--- src/rtl/itch_feed_arb.sv ---
// itch_feed_arb: packet-atomic round-robin merge of N_PORTS Avalon-ST ITCH
// feeds onto one 64-bit stream for itch_parser. A port wins the grant only with
// a start-of-packet beat and keeps it until its end-of-packet beat is accepted
// downstream. Non-SOP beats seen while idle are drained and counted.
// Optional per-port packet counters: define ITCH_FEED_ARB_PKT_CNT_EN.
module itch_feed_arb #(
  parameter int N_PORTS  = 2,
  parameter int STREAM_W = 64
) (
  input  logic                         clk,
  input  logic                         rst,
  input  logic [N_PORTS-1:0]           s_valid,
  output logic [N_PORTS-1:0]           s_ready,
  input  logic [N_PORTS*STREAM_W-1:0]  s_data,
  input  logic [N_PORTS-1:0]           s_sop,
  input  logic [N_PORTS-1:0]           s_eop,
  input  logic [N_PORTS*3-1:0]         s_empty,
  output logic                         m_valid,
  input  logic                         m_ready,
  output logic [STREAM_W-1:0]          m_data,
  output logic                         m_sop,
  output logic                         m_eop,
  output logic [2:0]                   m_empty,
  output logic [N_PORTS-1:0]           grant_oh,
  output logic                         busy,
  output logic [15:0]                  drop_cnt,
  output logic [N_PORTS*32-1:0]        pkt_cnt
);

  localparam int PTR_W = (N_PORTS > 1) ? $clog2(N_PORTS) : 1;
  localparam int CNT_W = $clog2(N_PORTS + 1);
  localparam logic [PTR_W-1:0] LAST_IDX = PTR_W'(N_PORTS - 1);
  localparam logic [PTR_W:0]   N_EXT    = (PTR_W+1)'(N_PORTS);

  typedef enum logic {IDLE, LOCK} state_t;

  state_t              state, state_nxt;
  logic [N_PORTS-1:0]  grant_nxt;
  logic [PTR_W-1:0]    g_idx, g_idx_nxt;
  logic                busy_nxt;
  logic [PTR_W-1:0]    rr_ptr, rr_nxt;
  logic [15:0]         drop_nxt;

  logic [N_PORTS-1:0]  cand;
  logic [N_PORTS-1:0]  drain;
  logic                win_found;
  logic [PTR_W-1:0]    win_idx;
  logic [N_PORTS-1:0]  win_oh;

  logic [STREAM_W-1:0] data_a  [N_PORTS];
  logic [2:0]          empty_a [N_PORTS];

  // Saturating add of this cycle's drained-beat count onto the drop counter.
  function automatic logic [15:0] sat_add16(input logic [15:0] a,
                                            input logic [CNT_W-1:0] inc);
    logic [16:0] sum;
    sum = {1'b0, a} + 17'(inc);
    return sum[16] ? 16'hFFFF : sum[15:0];
  endfunction

  // Number of ports draining a beat this cycle.
  function automatic logic [CNT_W-1:0] count_ones(input logic [N_PORTS-1:0] v);
    logic [CNT_W-1:0] n;
    n = '0;
    for (int i = 0; i < N_PORTS; i++) begin
      n = n + CNT_W'(v[i]);
    end
    return n;
  endfunction

  for (genvar p = 0; p < N_PORTS; p++) begin : g_unpack
    assign data_a[p]  = s_data[p*STREAM_W +: STREAM_W];
    assign empty_a[p] = s_empty[p*3 +: 3];
  end

  assign cand  = s_valid & s_sop;
  assign drain = s_valid & ~s_sop;

  // Round-robin search: first SOP candidate at or after rr_ptr, wrapping.
  always_comb begin
    logic [PTR_W:0] idx;
    win_found = 1'b0;
    win_idx   = '0;
    idx       = '0;
    for (int k = 0; k < N_PORTS; k++) begin
      idx = {1'b0, rr_ptr} + (PTR_W+1)'(k);
      if (idx >= N_EXT) idx = idx - N_EXT;
      if (!win_found && cand[idx[PTR_W-1:0]]) begin
        win_found = 1'b1;
        win_idx   = idx[PTR_W-1:0];
      end
    end
    win_oh = N_PORTS'(1) << win_idx;
  end

  // Next-state, grant bookkeeping and the combinational stream mux.
  always_comb begin
    state_nxt = state;
    grant_nxt = grant_oh;
    g_idx_nxt = g_idx;
    busy_nxt  = busy;
    rr_nxt    = rr_ptr;
    drop_nxt  = drop_cnt;
    s_ready   = '0;
    m_valid   = 1'b0;
    m_data    = '0;
    m_sop     = 1'b0;
    m_eop     = 1'b0;
    m_empty   = '0;
    case (state)
      IDLE: begin
        // SOP beats are held for the winner; anything else is thrown away.
        s_ready  = drain;
        drop_nxt = sat_add16(drop_cnt, count_ones(drain));
        if (win_found) begin
          state_nxt = LOCK;
          grant_nxt = win_oh;
          g_idx_nxt = win_idx;
          busy_nxt  = 1'b1;
        end
      end
      LOCK: begin
        m_valid        = s_valid[g_idx];
        m_data         = data_a[g_idx];
        m_sop          = s_sop[g_idx];
        m_eop          = s_eop[g_idx];
        m_empty        = empty_a[g_idx];
        s_ready[g_idx] = m_ready;
        if (s_valid[g_idx] && m_ready && s_eop[g_idx]) begin
          state_nxt = IDLE;
          grant_nxt = '0;
          busy_nxt  = 1'b0;
          rr_nxt    = (g_idx == LAST_IDX) ? '0 : g_idx + PTR_W'(1);
        end
      end
      default: state_nxt = IDLE;
    endcase
  end

  // Control state register with synchronous reset.
  always_ff @(posedge clk) begin
    if (rst) begin
      state    <= IDLE;
      grant_oh <= '0;
      g_idx    <= '0;
      busy     <= 1'b0;
      rr_ptr   <= '0;
      drop_cnt <= '0;
    end else begin
      state    <= state_nxt;
      grant_oh <= grant_nxt;
      g_idx    <= g_idx_nxt;
      busy     <= busy_nxt;
      rr_ptr   <= rr_nxt;
      drop_cnt <= drop_nxt;
    end
  end

`ifdef ITCH_FEED_ARB_PKT_CNT_EN
  logic        pkt_done;
  logic [31:0] pkt_q [N_PORTS];

  assign pkt_done = (state == LOCK) && s_valid[g_idx] && m_ready && s_eop[g_idx];

  // Per-port forwarded packet counters, wrapping at 32 bits.
  always_ff @(posedge clk) begin
    if (rst) begin
      for (int p = 0; p < N_PORTS; p++) pkt_q[p] <= '0;
    end else if (pkt_done) begin
      pkt_q[g_idx] <= pkt_q[g_idx] + 32'd1;
    end
  end

  for (genvar p = 0; p < N_PORTS; p++) begin : g_pkt_cnt
    assign pkt_cnt[p*32 +: 32] = pkt_q[p];
  end
`else
  assign pkt_cnt = '0;
`endif

endmodule

--- config.mk ---
export PLATFORM = sky130hd
export DESIGN_NAME = itch_feed_arb
export DESIGN_NICKNAME = d
export VERILOG_FILES = /design/src/rtl/itch_feed_arb.sv
export SDC_FILE = /design/constraint.sdc
export NUM_CORES = 1
export LEC_CHECK = 0
export CAP_MARGIN = 40
export CORE_AREA = 5 5 112 114
export CTS_CLUSTER_DIAMETER = 200
export DETAILED_ROUTE_END_ITERATION = 16
export DIE_AREA = 0 0 117 119
export GPL_TIMING_DRIVEN = 0
export PLACE_DENSITY = 0.78
export SLEW_MARGIN = 20
export SYNTH_ARGS = -nofsm -noshare
export SYNTH_HDL_FRONTEND = slang
export SYNTH_SLANG_ARGS = --single-unit
--- constraint.sdc ---
create_clock -name clk -period 2 [get_ports clk]
set_input_delay 0.3 -clock clk [delete_from_list [all_inputs] [get_ports clk]]
set_output_delay 0.3 -clock clk [all_outputs]
set_load 0.01 [all_outputs]
# [After elaboration in Yosys (flattened, before gate mapping)]
# Cells that the tools add are included.
[classes] n_addsub=6 order_cmp=7 eq_ne=2 shift=1 mux=41 n_bitwise=6 reduce_logical=8
[op_table] cell="2-to-1 mux 64 bit" count=4
[op_table] cell="2-to-1 mux 1 bit" count=25
[op_table] cell="adder 16 x 2 -> 17 bit" count=1
[op_table] cell="2-to-1 mux 16 bit" count=1
[op_table] cell="2-to-1 mux 3 bit" count=4
[op_table] cell="one-hot mux 2 bit (2 select lines)" count=2
[op_table] cell="bitwise AND 2 bit" count=3
[op_table] cell="less-than comparator 1 x 2 -> 1 bit (second input constant)" count=3
[op_table] cell="AND reduction 2 bit" count=3
[op_table] cell="greater-or-equal comparator 2 bit (second input constant)" count=2
[op_table] cell="logical AND 1 bit" count=4
[op_table] cell="2-to-1 mux 2 bit" count=2
[op_table] cell="one-hot mux 1 bit (2 select lines)" count=2
[op_table] cell="adder 1 x 1 -> 2 bit" count=1
[op_table] cell="adder 1 x 1 -> 2 bit (second input constant)" count=1
[op_table] cell="greater-or-equal comparator 1 x 2 -> 1 bit (second input constant)" count=1
[op_table] cell="inequality test 2 x 1 -> 1 bit (second input constant)" count=1
[op_table] cell="inequality test 2 bit (second input constant)" count=1
[op_table] cell="NOT 1 -> 2 bit" count=1
[op_table] cell="NOT 2 bit" count=1
[op_table] cell="<< shifter 1 x 1 -> 2 bit (first input constant)" count=1
[op_table] cell="subtractor 1 bit (second input constant)" count=2
[op_table] cell="adder 1 bit (second input constant)" count=1
[op_table] cell="demux 1 bit (select 1 bit)" count=1
[op_table] cell="other kinds (3)" count=3
[word_totals] ff_bits=22 output_inout_bits=155 wordCells=77

# [Depth between registers and ports, before layout]
# Gate-level depths: netlist (run 1).
[logic_depth] depth_word=11 ltp_mapped=8 ltp_nobuf=7

# [Least setup slack after synthesis (run 1)]
# OpenSTA, ideal clock, no wires.
[synth_path] path_kind="input-to-reg" start="in s_valid[0]" end="reg drop_cnt[0]" setup_time_ps=71 t_arrival_ps=1796 path_slack_ps=134 path_stages=8 cell_sequence="nor2b_1 fa_1 ha_1 nand4b_1 nor4_2 nand2b_1 buf_2 a21oi_1"
[synth_via] elab_chain_len=4
[synth_lines] element="from (decl)" line="12" text="input logic [N_PORTS-1:0] s_valid,"
[synth_lines] element="bitwise AND 2 bit" line="77" text="assign drain = s_valid & ~s_sop;"
[synth_lines] element="adder 1 x 1 -> 2 bit" line="66" text="n = n + CNT_W'(v[i]);"
[synth_lines] element="adder 16 x 2 -> 17 bit" line="57" text="sum = {1'b0, a} + 17'(inc);"
[synth_lines] element="2-to-1 mux 16 bit" line="58" text="return sum[16] ? 16'hFFFF : sum[15:0];"
[synth_lines] element="to (signal assigned)" line="155" text="drop_cnt <= drop_nxt;"
[synth_lines] element="to (decl)" line="26" text="output logic [15:0] drop_cnt,"
# Every way passes these cells.
# A chain may end at the register's enable or synchronous reset.

# [Worst setup path after layout (run 1)]
[layout_path] start="reg state" end="out m_data[0]"
[layout_via] elab_chain_len=1
[layout_lines] element="from (decl)" line="37" text="state_t state, state_nxt;"
[layout_lines] element="from (signal assigned)" line="150" text="state <= state_nxt;"
[layout_lines] element="2-to-1 mux 64 bit" line="110" text="case (state)"
[layout_lines] element="to (decl)" line="20" text="output logic [STREAM_W-1:0] m_data,"
# Every way passes these cells.

==> results of run 1 <==
[cell families (layout without fill, tap and decap cells)]
logic type / Yosys count / in the layout / share of synthesized area [%]
buf+inv: 88 / 332 / 22.57
other cells: 1 / 66 / 0.1449
fa+ha+maj: 2 / 2 / 1.257
compound gates: 28 / 28 / 6.428
mux: 72 / 72 / 27.84
flops: 22 / 22 / 17.01
simple gates: 113 / 113 / 21.02
xor+xnor: 11 / 11 / 3.722
[how the worst max path moves through the flow]
stage	start	slack (ps)	cells past startpoint	endpoint
finish	state	80	7	m_data[0]
global route	state	-7	7	m_data[0]
CTS	state	0.1	7	m_data[50]
detailed placement	s_valid[1]	-720	9	drop_cnt[8]
global placement	s_valid[0]	-680	9	drop_cnt[8]
floorplan	s_valid[0]	130	8	drop_cnt[0]
[flip-flops by register name, indices dropped and copies added (netlist names)]
| register | flops |
|---|---|
| busy | 1 |
| drop_cnt | 16 |
| g_idx | 1 |
| grant_oh | 2 |
| rr_ptr | 1 |
| state | 1 |
[worst min-delay path, stage by stage, from the launching register on]
cell,delay (ps)
dfxtp_1,320
nor2_1,100
a211oi_1,50
[metal layers]
metal,GRT usage [%],vias to the layer above,wire length (µm),share of wire (%)
met5,0,-,21,0.16
met4,2.939,4,231,1.7
met2,31.93,154,6899,51
li1,-,1632,-,-
met3,5.071,17,1228,9.1
met1,20.87,1478,5167,38
[through the flow]
step / power, mW / cell area [µm²] / std cells / TNS, ps
5_1_grt: 1.985 / 5323 / 789 / -11.75
2_1_floorplan: 0.9325 / 2825 / 400 / 0
3_5_place_dp: 1.508 / 5336 / 776 / -40520
3_3_place_gp: 1.499 / 5336 / 776 / -38630
4_1_cts: 1.907 / 5504 / 785 / 0
6_report: 1.882 / 5323 / 789 / 0
[final cells by class]
| cell class | count | area share, % |
|---|---|---|
| Timing Repair Buffer | 241 | 39.21 |
| Multi-Input combinational cell | 290 | 34.74 |
| Buffer | 85 | 12.69 |
| Antenna cell | 2 | 0.09403 |
| Sequential cell | 22 | 8.275 |
| Clock buffer | 3 | 1.410 |
| Tap cell | 143 | 3.362 |
| Inverter | 3 | 0.2116 |
[layout by cell type, fill, tap and decap left out, drive strengths merged, types with 4 or more instances in the layout]
cell type | synthesis | routed
mux2i | 72 | 72
nor2 | 77 | 77
buf | 73 | 82
nor3 | 4 | 4
clkbuf | 12 | 71
clkdlybuf4s50 | 0 | 157
nand3 | 5 | 5
conb | 1 | 64
dlygate4sd2 | 0 | 18
xnor2 | 8 | 8
nor4 | 4 | 4
nand2 | 5 | 5
a21oi | 17 | 17
dfxtp | 22 | 22
[where the power goes]
group	leakage [nW]	internal, mW	total [mW]	switching [mW]
Combinational	2.22	0.575	0.997	0.422
Sequential	0.179	0.453	0.466	0.0139
Clock	0.0370	0.264	0.419	0.155
[timing repair]
action | CTS | global route
gates cloned | 0 | 0
pin swaps | 2 | 3
endpoints found under the setup margin | 88 | 76
buffers inserted | 6 | 2
gates resized for setup | 128 | 112
==> summary.txt, run 1 <==
Logic synthesis
  • Part of the Yosys area used for sequential elements: roughly 17%
  • YS warnings: 0
  • Most area-consuming cells after synthesis: mux2i_1, buf_4, dfxtp_1, nor2_1, a21oi_1
  • Most used standard cell by instance count after synthesis: nor2_1
  • Mean Syn Cell Area: 7.682 µm²
  • Leading register cell type out of synthesis: dfxtp_1
  • EDFF count, synth: 0
  • Unique masters post-synth: 37
  • Number of standard cells after synthesis: 337
  • Post-synth top area share: between 20% and 30%
  • Post-synth top cells: nor2_1, mux2i_1, buf_4, dfxtp_1, a21oi_1
  • Post-synthesis register bit count: 22
  • Share of async-settable or async-resettable flops after synthesis: 0%
  • Yosys top cell by area: mux2i_1
  • Post-synthesis instance area: 2589 µm²

Hold path
  • Type of the worst min-delay path: reg -> reg
  • Source of the worst hold timing path: rr_ptr
  • Endpoint, Worst Hold: rr_ptr
  • Hold path cells: 2

GRT
  • Largest net degree at the start of global routing: 12
  • Vias in the first global route: between 3000 and 4000
  • All-Layer GR Usage: ~18%
  • Initial antenna violation count: 4
  • Global-route wire length before repair: 19.34 mm
  • Gr ovfl total: 0

Clocking
  • Clock tree from TritonCTS: done
  • Maximum clock path buffer count: 2
  • Maximum level of the CTS H-tree: 1
  • Clock buffers created by TritonCTS: 3
  • Worst-path clk slew: 60 ps
  • Later-pin clock latency in the skew report: 250 ps
  • Clock net sink count: 22
  • Post-CTS Hold Fix Bufs: 0
  • Clock root buffer: clkbuf_16

Floorplan
  • Overall die area: 13920 µm²
  • Starting density of the core: a little under a quarter
  • Core Box Area: 11320 µm²
  • Num ports: about 300
  • Num rows: 39
  • Die boundary height: about 120 µm
  • Chip Width: 117 µm

Critical path
  • Worst path slowest cell: dfxtp_1
  • Number of buffer and inverter stages on the critical path: 6
  • Biggest fanout along the worst timing path: 10
  • R2r worst-path depth: 7
  • Critical Path Sink Type: primary output
  • Reg-to-reg critical path endpoint: drop_cnt[14]
  • Register-to-register setup slack: approximately 220 ps
  • Critical-path cell list: buf_6, inv_2, clkbuf_8, buf_4, clkbuf_4, nor2_1, dlygate4sd2_1
  • Arrival time of the worst setup path: 1620 ps
  • Largest stage delay on the critical path: 320 ps
  • Crit-path leading delay family: buffers and inverters
  • Launching element type of the critical path: flop
  • Start of the worst register-to-register path: drop_cnt[0]
  • Required time at the endpoint of the critical path: approximately 1700 ps
  • Category of the most critical setup path: reg -> out

Power
  • Total power divided by cell area: 353.6 nW/µm²
  • IR drop worst, VDD: slightly above 400 µV
  • Static Leak: 2.437 nW

Outcome
  • Result of the run: finished, final reports clean

Layout
  • Net count of the finished layout: 791
  • Post-synthesis to final-layout area growth: 105.6%
  • Multi-input gate area in the final layout: 1849 µm²
  • Number of filler cells placed in the layout: 1108
  • Final core utilization: 47.02%
  • Fraction of final layout cells sized beyond drive strength 1: around a quarter
  • Register area: roughly 440 µm²

STA
  • Total count of max-transition violations in the final report: 0
  • Final hold violations: 0
  • Final worst setup slack: approximately 77 ps
  • Hold WS: 514.2 ps
  • Post-route fraction of the period consumed by the critical path: 96.17%
  • Upper clock frequency limit: 519.9 MHz
  • Final setup violation count: 0
  • Min Tclk post-route: 1923 ps
  • Worst Clk Skew: 1.961 ps

Route
  • Detail-routed net length per standard cell: between 15 and 20 µm
  • TritonRoute pass-1 iters: 4
  • Post-Route WL: 13.55 mm
  • Antenna violation net count after detailed routing: 0
  • Residual DRC: 0
  • Detail-routed via count per cell: 4.163
  • Number of DRC violations after detailed-routing iteration 0: 87
  • Total vias in the final route: 3285

Placement
  • Count of input and output buffers: roughly 230
  • Routability congestion estimate: 0.8502
  • HPWL Detailed: 11.55 mm
  • Setup Slack @ Placement: -719.4 ps

Job
  • Max-capacitance violation count: 0
No activity file was read; power rests on OpenSTA's default activity.
==> inputs of run 2 (changes only) <==
==> constraint.sdc (replaced) <==
create_clock -name clk -period 2 [get_ports clk]
set_input_delay 0.4 -clock clk [delete_from_list [all_inputs] [get_ports clk]]
set_output_delay 0.4 -clock clk [all_outputs]
set_load 0.01 [all_outputs]
==> run 2 against run 1 <==
Count of clock-buffer cells in the layout did not move. Sequential share of layout area decreased by 0.29 points. Combinational power up 5%. Sequential power is essentially flat. Worst hold slack about the same. First-iteration DRC count is 54% higher. Power is 3.3% higher. Design area rose by 4.0%. Setup slack worse by 29 ps. Register-to-register slack worse by 40 ps. Routed wire length up 3.7%. Die area unchanged. Largest cell class unchanged. Highest routed layer unchanged.
==> summary.txt, run 2 (synthesized netlist as in run 1, its figures left out) <==
Clocking
  • Worst-path clk slew: 60 ps (about the same)
  • Clock tree from TritonCTS: done (unchanged)
  • Post-CTS Hold Fix Bufs: 0 (unchanged)
  • Clock net sink count: 22 (unchanged)
  • Clock buffers created by TritonCTS: 3 (unchanged)
  • Clock root buffer: clkbuf_16 (unchanged)
  • Maximum clock path buffer count: 2 (unchanged)
  • Maximum level of the CTS H-tree: 1 (unchanged)
  • Later-pin clock latency in the skew report: 260 ps (was 250 ps)

Placement
  • Area after detailed placement: 5336 µm² (unchanged)
  • Count of input and output buffers: 233 (unchanged)
  • Placed Cells incl. Taps: 776 (unchanged)
  • HPWL Detailed: 11.55 mm (unchanged)
  • Routability congestion estimate: 0.8502 (unchanged)

STA
  • Min Tclk post-route: 1952 ps (was 1923 ps)
  • Final hold violations: 0 (unchanged)
  • Final setup violation count: 0 (unchanged)
  • Total count of max-transition violations in the final report: 0 (unchanged)
  • Post-route fraction of the period consumed by the critical path: 97.61% (was 96.17%)
  • Setup repair after global routing missed its margin: true
  • Hold WS: 514.1 ps (was 514.2 ps)
  • Max-slew headroom: about two thirds
  • Upper clock frequency limit: 512.3 MHz (was 519.9 MHz)
  • Worst Clk Skew: 2.324 ps (was 1.961 ps)
  • Tightest Pin Transition: 505.9 ps

Route
  • Number of DRC violations after detailed-routing iteration 0: 134 (was 87)
  • Total vias in the final route: 3355 (was 3285)
  • Post-Route WL: 14.05 mm (was 13.55 mm)
  • Residual DRC: 0 (unchanged)
  • Detail-routed net length per standard cell: 17.68 µm (was 17.17 µm)
  • Detail-routed via count per cell: 4.220 (was 4.163)
  • Antenna violation net count after detailed routing: 0 (unchanged)
  • TritonRoute pass-1 iters: 4 (unchanged)

Critical path
  • Launching element type of the critical path: flop (unchanged)
  • Critical Path Sink Type: primary output (unchanged)
  • Required time at the endpoint of the critical path: 1600 ps (was 1700 ps)
  • Largest stage delay on the critical path: 320 ps (about the same)
  • Number of buffer and inverter stages on the critical path: 5 (was 6)
  • Register-to-register setup slack: 180 ps (was 220 ps)
  • Category of the most critical setup path: reg -> out (unchanged)
  • Worst path slowest cell: dfxtp_1 (unchanged)
  • Crit-path leading delay family: buffers and inverters (unchanged)
  • Arrival time of the worst setup path: 1550 ps (was 1620 ps)
  • Critical-path cell list: buf_6, clkinvlp_4, clkbuf_8, clkbuf_8, nor2_1, clkdlybuf4s15_1 (was buf_6, inv_2, clkbuf_8, buf_4, clkbuf_4, nor2_1, dlygate4sd2_1)
  • Biggest fanout along the worst timing path: 10 (unchanged)
  • Cell with the most instances on the worst path: clkbuf_8

Layout
  • Net count of the finished layout: 797 (was 791)
  • Most frequent standard cell in the layout excluding fill and tap cells: clkdlybuf4s50_1 (unchanged)
  • Fraction of final layout cells sized beyond drive strength 1: 26.62% (was 25.31%)
  • Post-synthesis to final-layout area growth: 113.8% (was 105.6%)
  • Layout Cell Area excl Fill: 5534 µm² (was 5323 µm²)
  • Regs by FF count: drop_cnt: 16 flops, grant_oh: 2 flops (unchanged)
  • Largest reg by FF count: drop_cnt (unchanged)
  • Number of flip-flops under the largest register name: 16 (unchanged)
  • Commonest non-fill, non-tap cells in the layout: clkdlybuf4s50_1, buf_4, nor2_1 (was clkdlybuf4s50_1, nor2_1, buf_4)
  • Finished Layout Cells: 795 (was 789)

GRT
  • Global-route wire length before repair: 19.91 mm (was 19.34 mm)
  • Largest net degree at the start of global routing: 12 (unchanged)
  • Initial antenna violation count: 5 (was 4)
  • Gr ovfl total: 0 (unchanged)
  • All-Layer GR Usage: 18.32% (was 17.71%)
  • Vias in the first global route: 3402 (was 3342)

Floorplan
  • Overall die area: 13920 µm² (unchanged)
  • Num ports: 298 (unchanged)
  • Chip Width: 117 µm (unchanged)
  • Num rows: 39 (unchanged)
  • Starting density of the core: 22.87% (unchanged)
  • Core Box Area: 11320 µm² (unchanged)
  • Die boundary height: 119 µm (unchanged)

Power
  • IR drop worst, VDD: 417.8 µV (was 413.6 µV)
  • Static Leak: 2.441 nW (was 2.437 nW)
  • Total power divided by cell area: 351.3 nW/µm² (was 353.6 nW/µm²)

Hold path
  • Type of the worst min-delay path: reg -> reg (unchanged)

Outcome
  • Result of the run: finished, final reports clean (unchanged)

Job
  • Max-capacitance violation count: 0 (unchanged)
-- run 2: cell count changes in the layout (fill, tap and decap cells not counted), moves of 7 or more --
cell | previous run | this run
clkdlybuf4s15_1 | 0 | 18
buf_2 | 1 | 10
clkbuf_2 | 56 | 37
clkdlybuf4s15_2 | 0 | 7
dlygate4sd2_1 | 18 | 5
-- run 2: final timing paths --
check / cells past startpoint / from / end
max reg2reg: 7 / drop_cnt[0] / drop_cnt[11]
max: 6 / state / m_data[39]
min reg2reg: 2 / rr_ptr / rr_ptr
min: 2 / rr_ptr / rr_ptr
-- run 2: final cells by class --
cell class	instances	area, µm²
antenna	2	5.005
buffer	85	714.4
clock buffer	3	75.07
fill	1077	5787
inverter	3	15.01
multi-input combinational	290	1883
sequential	22	441.7
tap	143	178.9
timing repair buffer	247	2221
-- run 2: metal layers --
metal	part of all wire [%]	routed length [µm]	vias to the layer above	global-route usage (%)
li1	-	-	1640	-
met1	38	5354	1520	21.30
met2	50	7087	172	33.04
met5	0.25	35	-	0
met3	9.6	1353	17	5.781
met4	1.6	223	6	2.939
-- run 2: tightest hold or removal path, stage by stage (launching register included) --
cell and delay [ps]:
dfxtp_1 320, nor2_1 100, a211oi_1 50
-- run 2: what timing repair did --
action | CTS | global route
setup buffers | 7 | 4
gates resized for setup | 197 | 83
gates cloned | 2 | 1
pin swaps | 2 | 4
setup endpoints to repair | 88 | 86
-- run 2: power by group --
part           internal [mW]  total, mW  switching, mW  leakage [nW]
registers              0.453      0.468         0.0151         0.179
clock network          0.264      0.423          0.159        0.0370
logic                  0.614       1.05          0.438          2.23
-- run 2: through the flow --
step | setup slack, ps | TNS [ps] | utilization, % | total power, mW
finish | 47.89 | 0 | 48.88 | 1.944
CTS | 0.7055 | 0 | 50.06 | 1.953
detailed placement | -819.4 | -49380 | 47.14 | 1.508
global placement | -779.2 | -47430 | 47.14 | 1.499
global route | -5.783 | -18.41 | 48.88 | 2.040
floorplan | 33.76 | 0 | - | 0.9325
==> inputs of run 3 (changes only) <==
- CORE_AREA: 5 5 112 114 -> not set
- CORE_ASPECT_RATIO: not set -> 0.5
- CORE_MARGIN: not set -> 5
- CORE_UTILIZATION: not set -> 28
- DIE_AREA: 0 0 117 119 -> not set
- PLACE_DENSITY: 0.78 -> 0.91
==> run 3 against run 2 <==
Routed wire length fell by 8.3%. Sequential power barely moved. Combinational power barely moved. Via count fell by 1.1%. Design area fell by 2.9%. Power rose by 5.6%. Critical path type is now in -> reg. Largest cell class unchanged.
==> summary.txt, run 3 (synthesized netlist as in run 1, its figures left out) <==
Layout
  • Register area: 445.4 µm² (was 441.7 µm²)
  • Net count of the finished layout: 791 (was 797)
  • Post-synthesis to final-layout area growth: 107.6% (was 113.8%)
  • Regs by FF count: drop_cnt: 16 flops, grant_oh: 2 flops (unchanged)
  • Number of flip-flops under the largest register name: 16 (unchanged)
  • Number of filler cells placed in the layout: 759 (was 1077)
  • Commonest non-fill, non-tap cells in the layout: clkdlybuf4s50_1, nor2_1, buf_4 (was clkdlybuf4s50_1, buf_4, nor2_1)
  • Final core utilization: 60.66% (was 48.88%)
  • Fraction of final layout cells sized beyond drive strength 1: 28.22% (was 26.62%)
  • Multi-input gate area in the final layout: 1896 µm² (was 1883 µm²)
  • Most frequent standard cell in the layout excluding fill and tap cells: clkdlybuf4s50_1 (unchanged)
  • # diodes: 0 (was 2)
  • Largest reg by FF count: drop_cnt (unchanged)

Floorplan
  • Die boundary height: 77.99 µm (was 119 µm)
  • Num ports: 298 (unchanged)
  • Num rows: 24 (was 39)
  • Starting density of the core: 29.22% (was 22.87%)
  • Core Box Area: 8859 µm² (was 11320 µm²)
  • Chip Width: 146.0 µm (was 117 µm)
  • Overall die area: 11390 µm² (was 13920 µm²)

STA
  • Final hold violations: 0 (unchanged)
  • Final setup violation count: 0 (unchanged)
  • Tightest Pin Transition: 517.0 ps (was 505.9 ps)
  • Min Tclk post-route: 1960 ps (was 1952 ps)
  • Total count of max-transition violations in the final report: 0 (unchanged)
  • Post-route fraction of the period consumed by the critical path: 98.01% (was 97.61%)
  • Worst Clk Skew: 1.660 ps (was 2.324 ps)
  • Upper clock frequency limit: 510.1 MHz (was 512.3 MHz)
  • Max-slew headroom: 65.53% (was 66.27%)

Clocking
  • Maximum level of the CTS H-tree: 1 (unchanged)
  • Clock tree from TritonCTS: done (unchanged)
  • Clock net sink count: 22 (unchanged)
  • Maximum clock path buffer count: 2 (unchanged)
  • Later-pin clock latency in the skew report: 260 ps (about the same)
  • Post-CTS Hold Fix Bufs: 0 (unchanged)
  • Clock root buffer: clkbuf_16 (unchanged)
  • Worst-path clk slew: 60 ps (about the same)
  • Clock buffers created by TritonCTS: 3 (unchanged)

Power
  • Static Leak: 2.418 nW (was 2.441 nW)
  • Overall power of the completed layout: 2.054 mW (was 1.944 mW)
  • Total power divided by cell area: 382.1 nW/µm² (was 351.3 nW/µm²)
  • IR drop worst, VDD: 262.3 µV (was 417.8 µV)

GRT
  • Global-route wire length before repair: 18.74 mm (was 19.91 mm)
  • All-Layer GR Usage: 20.46% (was 18.32%)
  • Initial antenna violation count: 0 (was 5)
  • Gr ovfl total: 0 (unchanged)
  • Largest net degree at the start of global routing: 14 (was 12)
  • Vias in the first global route: 3310 (was 3402)

Critical path
  • Startpoint of the most critical setup path: s_valid[0] (was state)
  • Start of the worst register-to-register path: drop_cnt[0] (unchanged)
  • Biggest fanout along the worst timing path: 4 (was 10)
  • Category of the most critical setup path: in -> reg (was reg -> out)
  • Required time at the endpoint of the critical path: 2190 ps (was 1600 ps)
  • Critical Path Sink Type: flop (was primary output)
  • R2r worst-path depth: 7 (unchanged)
  • Arrival time of the worst setup path: 2150 ps (was 1550 ps)
  • Launching element type of the critical path: input pin (was flop)

Placement
  • Routability congestion estimate: 0.8692 (was 0.8502)
  • Count of input and output buffers: 233 (unchanged)
  • HPWL Detailed: 10.73 mm (was 11.55 mm)

Route
  • Post-Route WL: 12.89 mm (was 14.05 mm)
  • TritonRoute pass-1 iters: 4 (unchanged)
  • Total vias in the final route: 3318 (was 3355)
  • Residual DRC: 0 (unchanged)
  • Detail-routed via count per cell: 4.354 (was 4.220)
  • Number of DRC violations after detailed-routing iteration 0: 166 (was 134)
  • Detail-routed net length per standard cell: 16.92 µm (was 17.68 µm)
  • Antenna violation net count after detailed routing: 0 (unchanged)

Hold path
  • Hold path cells: 2 (unchanged)
  • Source of the worst hold timing path: rr_ptr (unchanged)
  • Type of the worst min-delay path: reg -> reg (unchanged)

Outcome
  • Result of the run: finished, final reports clean (unchanged)

Job
  • Max-capacitance violation count: 0 (unchanged)
==> run 3: cell types whose count changed in the layout (fill, tap and decap cells not counted), sizes merged <==
cell / delta
inv: +1
clkdlybuf4s15: -18
bufinv: +1
clkbuf: +24
buf: -12
diode: -2
clkinvlp: -1
==> run 3: report_power, final <==
| part | switching [mW] | leakage, nW | total [mW] | internal, mW |
|---|---|---|---|---|
| logic | 0.443 | 2.19 | 1.03 | 0.584 |
| clock network | 0.162 | 0.0511 | 0.560 | 0.397 |
| registers | 0.0148 | 0.180 | 0.468 | 0.453 |
==> run 3: per-stage QoR <==
stage | worst slack (ps) | hold slack [ps] | setup TNS (ps) | cell area, µm² | cells
floorplan | 33.76 | 476.1 | 0 | 2825 | 400
global placement | -775.1 | 497.2 | -41490 | 5304 | 750
detailed placement | -860.8 | 499.2 | -43450 | 5304 | 750
CTS | 0.5863 | 507.4 | 0 | 5540 | 758
global route | -29.70 | 548.1 | -277.9 | 5374 | 762
finish | 39.73 | 533.5 | 0 | 5374 | 762
==> run 3: area by class of cell <==
class,instances,area share [%]
Multi-Input combinational cell,290,35.27
Buffer,85,12.99
Sequential cell,22,8.289
Tap cell,117,2.724
Inverter,3,0.2095
Clock inverter,1,0.5588
Clock buffer,3,1.397
Timing Repair Buffer,241,38.56
==> run 3: worst paths after layout <==
path	endpoint	slack (ps)
hold / removal	rr_ptr	530
setup reg to reg	drop_cnt[3]	130
setup / recovery	drop_cnt[3]	40
hold reg to reg	rr_ptr	530
==> run 3: routing by layer <==
metal / vias up / wire [µm] / GRT usage (%)
li1: 1634 / - / -
met1: 1526 / 4714 / 23.83
met2: 139 / 7119 / 39.93
met3: 19 / 884 / 3.725
met4: 0 / 174 / 3.471
met5: - / 0 / 0
==> run 3: what timing repair did <==
action                                 4_1_cts  5_1_grt
gates resized for setup                    153      134
pin swaps                                    2        2
setup endpoints to repair                   88       85
endpoints found under the hold margin        0        0
gates cloned                                 1        1
setup buffers                                3        3
==> run 3: critical path, cell delays in order <==
cell	delay, ps
buf_2	120
nor2b_4	170
fa_2	250
ha_4	140
nand4b_1	190
nor4_4	360
nand2b_1	190
buf_4	190
a21oi_1	120
